[src/rtl/alu_pkg.sv]
// Shared types and widths for the ALU issue stage.
package alu_pkg;

  localparam int unsigned OPERAND_W  = 4;
  localparam int unsigned RESULT_W   = 8;
  localparam int unsigned FIFO_DEPTH = 2;

  // Most negative operand; its negation is not representable in OPERAND_W bits.
  localparam logic [OPERAND_W-1:0] OPERAND_MIN_NEG = 4'b1000;

  typedef enum logic [2:0] {
    OP_ADD = 3'b000,
    OP_SUB = 3'b001
  } alu_op_e;

  typedef struct packed {
    logic [RESULT_W-1:0] res;
    logic                carry;
    logic                zero;
    logic                parity;
    logic                sign;
    logic                overflow;
    logic                err;
  } alu_res_t;

  // Two's-complement negation, modulo 2**OPERAND_W.
  function automatic logic [OPERAND_W-1:0] twos_neg(input logic [OPERAND_W-1:0] v);
    return ~v + OPERAND_W'(1);
  endfunction

endpackage

[src/rtl/alu_out_fifo.sv]
// Two-entry in-order result FIFO; head reads as zero while empty.
module alu_out_fifo
  import alu_pkg::*;
(
  input  logic     clk,
  input  logic     rst_n,
  input  logic     push,
  input  alu_res_t push_data,
  input  logic     pop,
  output logic [1:0] count,
  output logic     empty,
  output alu_res_t head
);

  alu_res_t   mem_q [FIFO_DEPTH];
  logic       wr_ptr_q, rd_ptr_q;
  logic [1:0] count_q, count_d;
  logic       full, push_ok, pop_ok;

  assign empty   = (count_q == 2'd0);
  assign full    = (count_q == 2'(FIFO_DEPTH));
  assign push_ok = push & ~full;
  assign pop_ok  = pop & ~empty;
  assign count   = count_q;
  assign head    = empty ? '0 : mem_q[rd_ptr_q];

  // Occupancy tracking; simultaneous push and pop leaves the count unchanged.
  always_comb begin
    count_d = count_q;
    case ({push_ok, pop_ok})
      2'b10:   count_d = count_q + 2'd1;
      2'b01:   count_d = count_q - 2'd1;
      default: count_d = count_q;
    endcase
  end

  // Storage, pointers and count.
  always_ff @(posedge clk or negedge rst_n) begin
    if (!rst_n) begin
      for (int i = 0; i < int'(FIFO_DEPTH); i++) begin
        mem_q[i] <= '0;
      end
      wr_ptr_q <= 1'b0;
      rd_ptr_q <= 1'b0;
      count_q  <= 2'd0;
    end else begin
      if (push_ok) begin
        mem_q[wr_ptr_q] <= push_data;
        wr_ptr_q        <= ~wr_ptr_q;
      end
      if (pop_ok) begin
        rd_ptr_q <= ~rd_ptr_q;
      end
      count_q <= count_d;
    end
  end

  // Upstream credit logic must never let stage 1 push into a full FIFO.
  assert property (@(posedge clk) disable iff (!rst_n) !(push && full));

endmodule

[src/rtl/alu_issue_stage.sv]
// ALU issue stage: registers an add/sub op, drives an external adder, fixes up
// subtract flags and queues results in a 2-entry FIFO.
// Optional build macro ALU_ISSUE_STICKY_EN adds sticky carry/overflow status.
module alu_issue_stage
  import alu_pkg::*;
(
  input  logic                 clk,
  input  logic                 rst_n,
  input  logic                 in_valid,
  output logic                 in_ready,
  input  logic [2:0]           in_op,
  input  logic [OPERAND_W-1:0] in_a,
  input  logic [OPERAND_W-1:0] in_b,
  output logic [OPERAND_W-1:0] adder_a,
  output logic [OPERAND_W-1:0] adder_b,
  input  logic [RESULT_W-1:0]  adder_out,
  input  logic                 adder_carry,
  input  logic                 adder_zero,
  input  logic                 adder_parity,
  input  logic                 adder_sign,
  input  logic                 adder_overflow,
  output logic                 out_valid,
  input  logic                 out_ready,
  output logic [RESULT_W-1:0]  out_res,
  output logic                 out_carry,
  output logic                 out_zero,
  output logic                 out_parity,
  output logic                 out_sign,
  output logic                 out_overflow,
  output logic                 out_err,
  input  logic                 clr_sticky,
  output logic                 sticky_carry,
  output logic                 sticky_ovf
);

  logic                 s1_valid_q;
  logic [2:0]           s1_op_q;
  logic [OPERAND_W-1:0] s1_a_q, s1_b_q;

  logic       accept, pop, fifo_empty;
  logic [1:0] fifo_count;
  logic [2:0] occupancy;
  alu_res_t   s1_res, head;

  assign out_valid = ~fifo_empty;
  assign pop       = out_valid & out_ready;

  // Slots committed after this edge: FIFO + stage 1 - departing head.
  assign occupancy = {1'b0, fifo_count} + {2'b00, s1_valid_q} - {2'b00, pop};
  assign in_ready  = rst_n & (occupancy < 3'd2);
  assign accept    = in_valid & in_ready;

  // Stage-1 register; subtract stores the negated b so the adder only adds.
  always_ff @(posedge clk or negedge rst_n) begin
    if (!rst_n) begin
      s1_valid_q <= 1'b0;
      s1_op_q    <= 3'b000;
      s1_a_q     <= '0;
      s1_b_q     <= '0;
    end else begin
      s1_valid_q <= accept;
      if (accept) begin
        s1_op_q <= in_op;
        s1_a_q  <= in_a;
        s1_b_q  <= (in_op == OP_SUB) ? twos_neg(in_b) : in_b;
      end
    end
  end

  assign adder_a = s1_valid_q ? s1_a_q : '0;
  assign adder_b = s1_valid_q ? s1_b_q : '0;

  // Result formation from adder outputs, with subtract flag corrections.
  always_comb begin
    s1_res = '0;
    case (s1_op_q)
      OP_ADD: begin
        s1_res.res      = adder_out;
        s1_res.carry    = adder_carry;
        s1_res.zero     = adder_zero;
        s1_res.parity   = adder_parity;
        s1_res.sign     = adder_sign;
        s1_res.overflow = adder_overflow;
      end
      OP_SUB: begin
        s1_res.res    = adder_out;
        // b_eff is zero exactly when b is zero; a - 0 never borrows.
        s1_res.carry  = (s1_b_q == '0) ? 1'b0 : ~adder_carry;
        s1_res.zero   = adder_zero;
        s1_res.parity = adder_parity;
        s1_res.sign   = adder_sign;
        // -(-8) wraps to -8, so the adder's overflow is wrong for that b.
        s1_res.overflow = (s1_b_q == OPERAND_MIN_NEG) ? ~s1_a_q[OPERAND_W-1] : adder_overflow;
      end
      default: begin
        s1_res.zero = 1'b1;
        s1_res.err  = 1'b1;
      end
    endcase
  end

  alu_out_fifo u_out_fifo (
    .clk       (clk),
    .rst_n     (rst_n),
    .push      (s1_valid_q),
    .push_data (s1_res),
    .pop       (pop),
    .count     (fifo_count),
    .empty     (fifo_empty),
    .head      (head)
  );

  assign out_res      = head.res;
  assign out_carry    = head.carry;
  assign out_zero     = head.zero;
  assign out_parity   = head.parity;
  assign out_sign     = head.sign;
  assign out_overflow = head.overflow;
  assign out_err      = head.err;

`ifdef ALU_ISSUE_STICKY_EN
  logic sticky_carry_q, sticky_ovf_q;

  // Sticky status accumulates popped flags; a set in the same cycle beats clear.
  always_ff @(posedge clk or negedge rst_n) begin
    if (!rst_n) begin
      sticky_carry_q <= 1'b0;
      sticky_ovf_q   <= 1'b0;
    end else begin
      sticky_carry_q <= (sticky_carry_q & ~clr_sticky) | (pop & out_carry);
      sticky_ovf_q   <= (sticky_ovf_q & ~clr_sticky) | (pop & out_overflow);
    end
  end

  assign sticky_carry = sticky_carry_q;
  assign sticky_ovf   = sticky_ovf_q;
`else
  logic unused_clr_sticky;
  assign unused_clr_sticky = clr_sticky;
  assign sticky_carry      = 1'b0;
  assign sticky_ovf        = 1'b0;
`endif

endmodule

[config.mk]
export PLATFORM = sky130hd
export DESIGN_NAME = alu_issue_stage
export DESIGN_NICKNAME = d
export VERILOG_FILES = /design/src/rtl/alu_pkg.sv /design/src/rtl/alu_out_fifo.sv /design/src/rtl/alu_issue_stage.sv
export SDC_FILE = /design/constraint.sdc
export NUM_CORES = 1
export LEC_CHECK = 0
export CAP_MARGIN = 15
export CORE_UTILIZATION = 53
export DETAILED_ROUTE_END_ITERATION = 10
export PLACE_DENSITY = 0.87
export SLEW_MARGIN = 20
export SYNTH_ARGS = -nofsm -noshare
export SYNTH_HDL_FRONTEND = slang
export SYNTH_SLANG_ARGS = --single-unit
[constraint.sdc]
create_clock -name clk -period 6.9 [get_ports clk]
set_input_delay 1.38 -clock clk [delete_from_list [all_inputs] [get_ports clk]]
set_output_delay 1.38 -clock clk [all_outputs]
set_load 0.05 [all_outputs]
# --- Word level (Yosys, flattened, before mapping) ---
# Index checks and enable logic that the tools add are counted.
word_totals:
  word_cells: 73
  mem_count: 0
  rom_bits: 0
  ram_bits: 0
  latchBits: 0
  ff_bits: 44
  out_inout_bits: 26
  input_bits: 29
op_classes:
  bitwise_logic: 14
  addsub: 5
  n_shift: 0
  n_mul: 0
  muxes: 17
  n_reduce_logical: 6
  eq_ne: 6
  magnitude_cmp: 4
  n_div: 0
op_table:
  columns: ["cell", "n"]
  rows:
  - ["2-to-1 mux 14 bit", 5]
  - ["bitwise mux 28 bit", 1]
  - ["case mux 9 bit (2 select lines)", 1]
  - ["demux 14 bit (select 1 bit)", 1]
  - ["2-to-1 mux 4 bit", 3]
  - ["equality test 3 x 1 -> 1 bit, second input constant", 2]
  - ["inverter 1 bit", 6]
  - ["case mux 3 bit (2 select lines)", 1]
  - ["bitwise AND 1 bit", 5]
  - ["adder 4 x 1 -> 4 bit, second input constant", 1]
  - ["equality test 2 bit, second input constant", 2]
  - ["equality test 4 bit, second input constant", 1]
  - ["greater-or-equal comparator 2 bit, second input constant", 2]
  - ["logical NOT 4 bit", 1]
  - ["2-to-1 mux 1 bit", 4]
  - ["inverter 1 -> 2 bit", 2]
  - ["inverter 4 bit", 1]
  - ["case mux 2 bit (2 select lines)", 1]
  - ["adder 2 x 1 -> 3 bit", 1]
  - ["logical NOT 3 bit", 1]
  - ["< comparator 3 x 2 -> 1 bit, second input constant", 1]
  - ["subtractor 3 x 1 -> 3 bit", 1]
  - ["adder 2 x 1 -> 2 bit, second input constant", 1]
  - ["equality test 2 x 1 -> 1 bit, second input constant", 1]
  - ["other kinds (6)", 6]

# --- Logic depth before layout (Yosys ltp) ---
# Gate-level depths: netlist of the first run.
depth:
  depth_word: 7
  ltp_mapped: 9
  mapped_depth_nobuf: 8

# --- Modules after synthesis ---
# A second synthesis of the first run with hierarchy kept.
unflattened:
  cells_unflattened: 188
  hier_area_um2: 2343.5
modules_own_cells:
  columns: ["module", "seq_area_each_um2", "n_inst", "cells_per_inst", "area_per_inst_um2"]
  rows:
  - ["alu_out_fifo", 800.8, 1, 108, 1562.7]
  - ["alu_issue_stage", 300.3, 1, 80, 780.7]

# --- Worst setup path before layout of the first run ---
# No wires, ideal clock.
synth_timing:
  kind: "input -> output"
  start: "input port out_ready"
  end: "output port in_ready"
  path_slack_ns: 2.319
  t_required_ns: 5.520
  t_arrival_ns: 3.201
  n_path_buf: 0
  stages: 6
  cell_sequence: "nor2b_1 ha_1 nand2b_1 fa_1 nand2_1 nor2_1"
synth_via:
  elab_chain_cells: 4
synth_lines:
  columns: ["element", "line_no", "rtl"]
  rows:
  - ["start, declared", "alu_issue_stage.sv:23", "input logic out_ready,"]
  - ["bitwise AND 1 bit", "alu_issue_stage.sv:46", "assign pop = out_valid & out_ready;"]
  - ["subtractor 3 x 1 -> 3 bit", "alu_issue_stage.sv:49", "assign occupancy = {1'b0, fifo_count} + {2'b00, s1_valid_q} - {2'b00, pop};"]
  - ["< comparator 3 x 2 -> 1 bit", "alu_issue_stage.sv:50", "assign in_ready = rst_n & (occupancy < 3'd2);"]
  - ["bitwise AND 1 bit", "alu_issue_stage.sv:50", null]
  - ["end, declared", "alu_issue_stage.sv:10", "output logic in_ready,"]
# Every way passes these cells.

# --- Worst setup path in the final report of the first run ---
# Ends and elaborated chain as after synthesis.

==> flow_metrics.env, run 1 <==
export IMPL_setup_slack_ns=1.45
export IMPL_via_per_inst=5.20
export IMPL_clockBufferDepth=2
export IMPL_status="finished, final reports clean"
export IMPL_ctsResizeCount=0
export IMPL_cts_setup_buffers=0
export IMPL_report_final_slew_viol_count=0
export IMPL_synth_seq_area_share_pct=47.5
export IMPL_fillers=289
export IMPL_required_ns=5.52
export IMPL_vdd_drop_max_uv=307
export IMPL_cp_max_fo=3
export IMPL_fin_area_um2=2960
export IMPL_drt_iter0_drc=45
export IMPL_fp_dieH_um=68.1
export IMPL_dieArea_um2=4640
export IMPL_holdWs_ns=0.496
export IMPL_clock_fmax_mhz=183
export IMPL_cp_slowest_stage_delay_ns=0.81
export IMPL_die_w_um=68.1
export IMPL_final_cell_mix="clkdlybuf4s50_1, dfrtp_1, nor2_1, and2_1"
export IMPL_dpl_hpwl_um=3100
export IMPL_grt_pass1_vias=1525
export IMPL_ys_types=41
export IMPL_dpl_worst_slack_ns=1.42
export IMPL_antenna_found_initial=0
export IMPL_worstReg2RegEnd="s1_op_q[2]"
export IMPL_ys_warn_count=0
export IMPL_wl_um=4450
export IMPL_cp_common_cell="clkdlybuf4s50_1"
export IMPL_critPathTopFamily="buffers and inverters"
export IMPL_gp_congestion=0.751
export IMPL_htree_levels=2
export IMPL_endpoint_kind="output port"
export IMPL_ioPinCount=55
export IMPL_fin_crit_ns=5.45
export IMPL_worstMarginPinSlew_ns=1.09
export IMPL_port_buffers=51
export IMPL_cp_endpoint="in_ready"
export IMPL_crit_path_cell_trace="clkdlybuf4s50_1, nor2b_1, ha_1, nand2b_1, fa_1, nand2_1, nor2_1, clkdlybuf4s50_1"
export IMPL_post_dp_cell_area_um2=2840
export IMPL_drt_drc_violations_left=0
export IMPL_vias=1535
export IMPL_clkTransAtPathRegs_ns=0.08
export IMPL_synthesis_area_um2=2320
export IMPL_initial_core_util_pct=56.7
export IMPL_r2r_start="u_out_fifo.count[1]"
export IMPL_finClkSkew_ns=0.0112
export IMPL_final_period_utilization_pct=79.0
export IMPL_hold_violations=0
export IMPL_drv_cap=0
export IMPL_setup_viol=0
export IMPL_cts_root_buf="clkbuf_8"
export IMPL_ant_nets=0
export IMPL_cp_buffers_inverters=2
export IMPL_crit_start="out_ready"
export IMPL_rows=23
export IMPL_synth_area_per_cell_um2=12.0
export IMPL_antenna_cells=0
export IMPL_grt_use_total_pct=21.3
export IMPL_cts_made_buffers=5
export IMPL_hold_buffers=0
export IMPL_grt_max_degree=47
export IMPL_grt_overflow=0
export IMPL_drive_gt1_share_pct=16.7
export IMPL_fin_tns_setup_ns=0
export IMPL_wl_per_cell_um=15.1
export IMPL_syn_inst=194
export IMPL_clkSinkCount=44
export IMPL_hold_class="reg2reg"
export IMPL_cellLeakagePower_nw=1.36
export IMPL_grt_pass1_wl_um=7090
export IMPL_power_total_mw=1.44
export IMPL_clk_latency_ns=0.30
export IMPL_slowest_stage="clkdlybuf4s50_1"
export IMPL_final_common_cell="clkdlybuf4s50_1"
export IMPL_coreArea_um2=4090
export IMPL_r2r_cells=9
export IMPL_first_pass_iters=4
export IMPL_critPathKind="in2out"
export IMPL_rsz0062_at_grt="no"
export IMPL_relSlewSlack_pct=26.7
export IMPL_cp_depth=8
export IMPL_crit_arrival_ns=4.07
export IMPL_area_delta_synth_final_pct=27.6
export IMPL_cts_tree="yes"
export IMPL_startpoint_type="primary input"
export IMPL_p_per_area_nw_per_um2=487
export IMPL_r2r_setup_slack_ns=3.62
export IMPL_ys_seq_elements=44
export IMPL_fin_nets=277
## where the power goes
part           internal, mW  total [mW]  switching, mW
Combinational         0.334       0.744          0.410
Sequential            0.374       0.489          0.115
Clock                 0.118       0.209         0.0902
## cell families after synthesis
group                    synth area share (%)
multiplexers                             24.9
AND/OR/NAND/NOR                          14.0
XOR/XNOR                                 2.64
other                                   0.162
adder cells (fa/ha/maj)                  2.48
AO/OA/AOI/OAI                            3.99
buffers and inverters                    4.32
flip-flops                               47.5
## worst register-to-register path: cells and delay by family, from the launching register on
kind          cells  cell delay (ns)
buf+inv           1             0.20
mux               1             0.41
flops             1             0.49
fa+ha+maj         2             0.80
simple gates      5             1.25
## how the worst min path moves through the flow
stage,cells past startpoint,to,from
after floorplan,1,u_out_fifo.mem_q[5],u_out_fifo.mem_q[5]
after global placement,1,u_out_fifo.mem_q[24],u_out_fifo.mem_q[24]
after detailed placement,1,u_out_fifo.mem_q[23],u_out_fifo.mem_q[23]
after CTS,1,u_out_fifo.mem_q[18],u_out_fifo.mem_q[18]
after global routing,1,u_out_fifo.mem_q[18],u_out_fifo.mem_q[18]
final,1,u_out_fifo.mem_q[18],u_out_fifo.mem_q[18]
## through the flow
| stage | util, % | std cells |
|---|---|---|
| after floorplan | - | 195 |
| after global placement | 69.4 | 287 |
| after detailed placement | 69.4 | 287 |
| after CTS | 72.4 | 295 |
| after global routing | 72.4 | 295 |
| final | 72.4 | 295 |
## cell type report
class / count / area [um2] / area share, %
multi-input cells: 132 / 1120 / 38.0
clock buffers: 6 / 82.6 / 2.79
repair buffers: 53 / 520 / 17.6
well taps: 50 / 62.6 / 2.11
flip-flops and latches: 44 / 1100 / 37.2
inverters: 8 / 30.0 / 1.01
clock inverters: 2 / 38.8 / 1.31
## flip-flops by register name, summed over array words and instances (netlist names)
signal,flops
s1_a_q,4
u_out_fifo.count,2
u_out_fifo.wr_ptr_q,1
s1_b_q,4
u_out_fifo.mem_q,28
s1_op_q,3
s1_valid_q,1
u_out_fifo.rd_ptr_q,1
## synthesized netlist by cell type
cell	instances	area share, %
nor3_1	1	0.22
xnor2_1	3	1.1
o31ai_1	3	0.97
clkbuf_1	4	0.65
a21boi_0	1	0.32
or3b_1	1	0.38
mux2_2	9	4.4
buf_6	2	0.97
buf_2	2	0.43
conb_1	1	0.16
o21ai_0	2	0.43
nand3_1	1	0.22
o21ba_2	1	0.43
nor2b_2	1	0.38
and2_1	18	4.9
mux2i_1	15	6.5
mux2_4	15	9.7
fa_1	1	0.86
a21oi_1	1	0.22
nand4_1	2	0.54
nor3_2	1	0.43
inv_2	1	0.16
dfrtp_1	44	47
ha_1	3	1.6
nand3_2	1	0.43
a31oi_1	1	0.27
o22ai_1	1	0.27
xor2_1	4	1.5
or3_1	2	0.54
mux2_1	9	4.4
nand2b_1	2	0.54
inv_1	7	1.1
o41ai_1	1	0.38
or4_1	1	0.32
nor4b_1	2	0.76
nor2b_1	3	0.81
nand2_1	3	0.49
o2bb2ai_1	1	0.38
o21a_1	1	0.32
nor2_1	19	3.1
buf_4	3	0.97
## routing by layer
metal / vias up / wire, um / global-route usage, %
met1: 748 / 1910 / 26.5
met2: 25 / 2350 / 35.9
met4: 0 / 29 / 4.69
met3: 4 / 162 / 6.67
met5: - / 0 / 0
li1: 758 / - / -
(Power assumes the default switching activity.)
==> run 2, diff against run 1 <==
--- a/config.mk
+++ b/config.mk
@@ -6,9 +6,9 @@
 export NUM_CORES = 1
 export LEC_CHECK = 0
 export CAP_MARGIN = 15
-export CORE_UTILIZATION = 53
+export CORE_UTILIZATION = 45
 export DETAILED_ROUTE_END_ITERATION = 10
-export PLACE_DENSITY = 0.87
+export PLACE_DENSITY = 0.79
 export SLEW_MARGIN = 20
 export SYNTH_ARGS = -nofsm -noshare
 export SYNTH_HDL_FRONTEND = slang
==> constraint.sdc (replaced) <==
create_clock -name clk -period 4.79 [get_ports clk]
set_input_delay 0.958 -clock clk [delete_from_list [all_inputs] [get_ports clk]]
set_output_delay 0.958 -clock clk [all_outputs]
set_load 0.05 [all_outputs]
==> flow_metrics.env, run 2 (synthesis results as in run 1) <==
export IMPL_status="finished, final reports clean"
export IMPL_swShare_pct=44.1
export IMPL_largest_reg_flops=28
export IMPL_dieArea_um2=5440
export IMPL_fin_nets=278
export IMPL_antenna_cells=0
export IMPL_fin_crit_ns=3.98
export IMPL_wl_um=4570
export IMPL_final_period_utilization_pct=83.0
export IMPL_rows=25
export IMPL_wl_per_cell_um=14.7
export IMPL_grt_overflow=0
export IMPL_port_buffers=51
export IMPL_fp_dieH_um=73.8
export IMPL_hold_class="reg2reg"
export IMPL_cts_tree="yes"
export IMPL_intPower_mw=1.12
export IMPL_final_cell_mix="clkdlybuf4s50_1, dfrtp_1, nor2_1, and2_1"
export IMPL_startpoint_type="primary input"
export IMPL_vias=1561
export IMPL_holdWs_ns=0.490
export IMPL_cts_setup_buffers=0
export IMPL_grt_use_total_pct=18.7
export IMPL_required_ns=3.83
export IMPL_cts_made_buffers=5
export IMPL_ctsResizeCount=0
export IMPL_cellLeakagePower_nw=1.34
export IMPL_fin_tns_setup_ns=0
export IMPL_critPathKind="in2out"
export IMPL_drt_drc_violations_left=0
export IMPL_endpoint_kind="output port"
export IMPL_crit_arrival_ns=3.02
export IMPL_worstMarginPinSlew_ns=1.11
export IMPL_max_flop_register="u_out_fifo.mem_q"
export IMPL_hold_violations=0
export IMPL_comb_power_share_pct=53.9
export IMPL_min_delay_start="u_out_fifo.mem_q[23]"
export IMPL_gp_congestion=0.742
export IMPL_final_common_cell="clkdlybuf4s50_1"
export IMPL_first_pass_iters=4
export IMPL_grt_pass1_wl_um=7470
export IMPL_p_per_area_nw_per_um2=680
export IMPL_drt_iter0_drc=48
export IMPL_cp_max_fo=3
export IMPL_relSlewSlack_pct=25.7
export IMPL_ant_nets=0
export IMPL_r2r_cells=10
export IMPL_clkPwrFrac_pct=11.0
export IMPL_rsz0062_at_grt="no"
export IMPL_drive_gt1_share_pct=16.7
export IMPL_clkSinkCount=44
export IMPL_clk_latency_ns=0.30
export IMPL_clockBufferDepth=2
export IMPL_vdd_drop_max_uv=465
export IMPL_finClkSkew_ns=0.00866
export IMPL_area_delta_synth_final_pct=26.9
export IMPL_grt_pass1_vias=1537
export IMPL_clkTransAtPathRegs_ns=0.08
export IMPL_hold_buffers=0
export IMPL_dpl_hpwl_um=3260
export IMPL_hold_depth=1
export IMPL_cts_root_buf="clkbuf_8"
export IMPL_drv_cap=0
export IMPL_setup_viol=0
export IMPL_seq_power_share_pct=35.2
export IMPL_coreArea_um2=4850
export IMPL_worstReg2RegEnd="s1_op_q[2]"
export IMPL_antenna_found_initial=0
export IMPL_r2r_setup_slack_ns=1.83
export IMPL_switchingPower_uw=882
export IMPL_via_per_inst=5.00
export IMPL_ioPinCount=55
export IMPL_initial_core_util_pct=47.8
export IMPL_r2r_start="u_out_fifo.count[1]"
export IMPL_grt_max_degree=46
export IMPL_worstHoldEndpoint="u_out_fifo.mem_q[23]"
export IMPL_clock_fmax_mhz=251
export IMPL_reg_largest_list="u_out_fifo.mem_q x28, s1_a_q x4, s1_b_q x4"
export IMPL_power_total_mw=2.00
export IMPL_die_w_um=73.8
export IMPL_htree_levels=2
export IMPL_report_final_slew_viol_count=0
run 2: worst max-delay path, cell delays in order:
cell and delay, ns:
clkdlybuf4s50_1 0.45, nor2b_1 0.30, ha_1 0.29, nand2b_1 0.15, fa_1 0.51, nand2_1 0.05
nor2_1 0.09, buf_4 0.20
run 2: final cells by class:
class / count / area [um2]
clock buffers: 5 / 68.8
clock inverters: 2 / 12.5
fillers: 405 / 1910
inverters: 8 / 30.0
multi-input cells: 132 / 1120
flip-flops and latches: 44 / 1100
well taps: 67 / 83.8
repair buffers: 54 / 526
run 2: through the flow:
step / utilization [%] / instance area, um2 / std cells / worst slack [ns]
detailed placement: 59.0 / 2860 / 305 / 0.785
global placement: 59.0 / 2860 / 305 / 0.784
floorplan: - / 2320 / 195 / 1.05
global route: 60.7 / 2940 / 312 / 0.688
finish: 60.7 / 2940 / 312 / 0.813
CTS: 60.7 / 2940 / 312 / 0.785
run 2: power groups by stage:
stage / Clock (mW) / Combinational (mW) / Sequential [mW]
2_1_floorplan: 0 / 0.856 / 0.623
3_3_place_gp: 0 / 1.06 / 0.697
3_5_place_dp: 0 / 1.09 / 0.707
4_1_cts: 0.225 / 1.09 / 0.703
5_1_grt: 0.244 / 1.15 / 0.730
6_report: 0.219 / 1.08 / 0.704
run 2: worst max-delay path by stage:
stage | from | end | slack [ns] | depth (start not counted)
2_1_floorplan | out_ready | in_ready | 1.05 | 6
3_3_place_gp | out_ready | in_ready | 0.78 | 8
3_5_place_dp | out_ready | in_ready | 0.79 | 8
4_1_cts | out_ready | in_ready | 0.78 | 8
5_1_grt | out_ready | in_ready | 0.69 | 8
6_report | out_ready | in_ready | 0.81 | 8
run 2: per-layer routing:
metal  GRT usage (%)  up-vias  wire [um]
li1                -      755          -
met1            24.2      767       2110
met2            30.7       33       2240
met3            3.98        6        158
met4            7.26        0         64
met5               0        -          0
==> run 3, diff against run 2 <==
--- a/config.mk
+++ b/config.mk
@@ -6,9 +6,9 @@
 export NUM_CORES = 1
 export LEC_CHECK = 0
 export CAP_MARGIN = 15
-export CORE_UTILIZATION = 45
+export CORE_UTILIZATION = 50
 export DETAILED_ROUTE_END_ITERATION = 10
-export PLACE_DENSITY = 0.79
+export PLACE_DENSITY = 0.83
 export SLEW_MARGIN = 20
 export SYNTH_ARGS = -nofsm -noshare
 export SYNTH_HDL_FRONTEND = slang
==> constraint.sdc (replaced) <==
create_clock -name clk -period 4.15 [get_ports clk]
set_input_delay 0.83 -clock clk [delete_from_list [all_inputs] [get_ports clk]]
set_output_delay 0.83 -clock clk [all_outputs]
set_load 0.05 [all_outputs]
==> flow_metrics.env, run 3 (synthesis results as in run 1) <==
export IMPL_final_cell_mix="clkdlybuf4s50_1, dfrtp_1, nor2_1, and2_1"
export IMPL_cts_tree="yes"
export IMPL_initial_core_util_pct=52.5
export IMPL_report_final_slew_viol_count=0
export IMPL_fin_tns_setup_ns=0
export IMPL_hold_violations=0
export IMPL_vias=1549
export IMPL_clock_fmax_mhz=259
export IMPL_worstMarginPinSlew_ns=0.849
export IMPL_crit_start="u_out_fifo.count[1]"
export IMPL_cellLeakagePower_nw=1.36
export IMPL_grt_pass1_wl_um=7530
export IMPL_cts_root_buf="clkbuf_8"
export IMPL_fin_crit_ns=3.86
export IMPL_stdcell_count=297
export IMPL_ant_nets=0
export IMPL_status="finished, final reports clean"
export IMPL_final_common_cell="clkdlybuf4s50_1"
export IMPL_grt_use_total_pct=19.7
export IMPL_area_delta_synth_final_pct=28.0
export IMPL_relSlewSlack_pct=43.4
export IMPL_coreArea_um2=4410
export IMPL_cp_buffers_inverters=1
export IMPL_drv_cap=0
export IMPL_cp_endpoint="in_ready"
export IMPL_antenna_found_initial=0
export IMPL_critPathKind="reg2out"
export IMPL_drt_iter0_drc=48
export IMPL_max_flop_register="u_out_fifo.mem_q"
export IMPL_rows=24
export IMPL_port_buffers=51
export IMPL_grt_overflow=0
export IMPL_fp_dieH_um=70.1
export IMPL_slowest_stage="nor2_2"
export IMPL_wl_per_cell_um=14.8
export IMPL_clkSinkCount=44
export IMPL_cp_max_fo=16
export IMPL_crit_arrival_ns=3.03
export IMPL_fin_nets=277
export IMPL_reg_largest_list="u_out_fifo.mem_q x28, s1_a_q x4, s1_b_q x4"
export IMPL_startpoint_type="flip-flop"
export IMPL_cts_setup_buffers=0
export IMPL_r2r_start="u_out_fifo.count[1]"
export IMPL_largest_reg_flops=28
export IMPL_vdd_drop_max_uv=349
export IMPL_grt_max_degree=46
export IMPL_wl_um=4390
export IMPL_numPlacedInstances=289
export IMPL_dieArea_um2=4910
export IMPL_die_w_um=70.1
export IMPL_cp_slowest_stage_delay_ns=0.62
export IMPL_clockBufferDepth=2
export IMPL_endpoint_kind="output port"
export IMPL_rsz0062_at_grt="no"
export IMPL_antenna_cells=0
export IMPL_gp_congestion=0.737
export IMPL_ioPinCount=55
export IMPL_crit_path_cell_trace="nor2_2, nor2b_1, ha_1, nand2b_1, fa_1, xor2_1, nor2_1, buf_12"
export IMPL_critPathTopFamily="simple AND/OR/NAND/NOR gates"
export IMPL_drive_gt1_share_pct=17.1
export IMPL_dpl_hpwl_um=3100
export IMPL_grt_pass1_vias=1652
export IMPL_final_period_utilization_pct=92.9
export IMPL_worstReg2RegEnd="s1_op_q[2]"
export IMPL_finClkSkew_ns=0.0108
export IMPL_hold_class="reg2reg"
export IMPL_required_ns=3.32
export IMPL_r2r_setup_slack_ns=0.91
export IMPL_p_per_area_nw_per_um2=806
export IMPL_r2r_cells=9
export IMPL_cp_depth=8
export IMPL_first_pass_iters=4
export IMPL_final_util_pct=67.2
export IMPL_clkTransAtPathRegs_ns=0.08
export IMPL_drt_drc_violations_left=0
export IMPL_cts_made_buffers=5
export IMPL_setup_viol=0
export IMPL_htree_levels=2
export IMPL_clk_latency_ns=0.29
export IMPL_via_per_inst=5.22
[run 3: report_power, final]
group / switching [mW] / internal [mW]
clock: 0.142 / 0.178
combinational: 0.692 / 0.566
sequential: 0.192 / 0.621
[run 3: worst register-to-register path, cell delays in order (launching register included)]
cell and delay (ns):
dfrtp_1 0.48, nor2_2 0.62, nor2b_1 0.24, ha_1 0.32, nand2b_1 0.15, fa_1 0.52
nand3_1 0.09, nor2_1 0.12, buf_4 0.24, mux2_2 0.35
[run 3: layout make-up]
| class | count | area, um2 |
|---|---|---|
| fill | 347 | 1450 |
| clock buffer | 5 | 68.8 |
| tap | 52 | 65.1 |
| clock inverter | 3 | 42.5 |
| timing repair buffer | 53 | 531 |
| sequential | 44 | 1100 |
| inverter | 8 | 30.0 |
| multi-input combinational | 132 | 1130 |
[run 3: per-layer routing]
layer	global-route usage, %	part of all wire, %	vias up
met2	32.5	48	42
met5	0	0	-
met1	25.1	47	746
met4	6.22	0.77	0
li1	-	-	757
met3	5.48	4.4	4
[run 3: worst min path at each step]
stage | start | end | slack (ns) | cells after the start
final | u_out_fifo.mem_q[23] | u_out_fifo.mem_q[23] | 0.49 | 1
after global routing | u_out_fifo.mem_q[5] | u_out_fifo.mem_q[5] | 0.51 | 1
after CTS | u_out_fifo.mem_q[23] | u_out_fifo.mem_q[23] | 0.50 | 1
after detailed placement | u_out_fifo.mem_q[5] | u_out_fifo.mem_q[5] | 0.48 | 1
after global placement | u_out_fifo.mem_q[17] | u_out_fifo.mem_q[17] | 0.47 | 1
after floorplan | u_out_fifo.mem_q[5] | u_out_fifo.mem_q[5] | 0.46 | 1
[run 3: through the flow]
| step | cell area, um2 | hold slack (ns) | total power [mW] | worst slack, ns |
|---|---|---|---|---|
| finish | 2970 | 0.494 | 2.39 | 0.294 |
| global route | 2970 | 0.514 | 2.54 | 0.0638 |
| detailed placement | 2850 | 0.475 | 2.07 | 0.214 |
| CTS | 2960 | 0.496 | 2.40 | 0.259 |
| floorplan | 2320 | 0.456 | 1.71 | 0.669 |
| global placement | 2850 | 0.467 | 2.03 | 0.350 |
[run 3: what timing repair did]
item,in CTS,in global routing
hold buffers,0,0
setup endpoints to repair,1,0
gates resized for setup,1,0
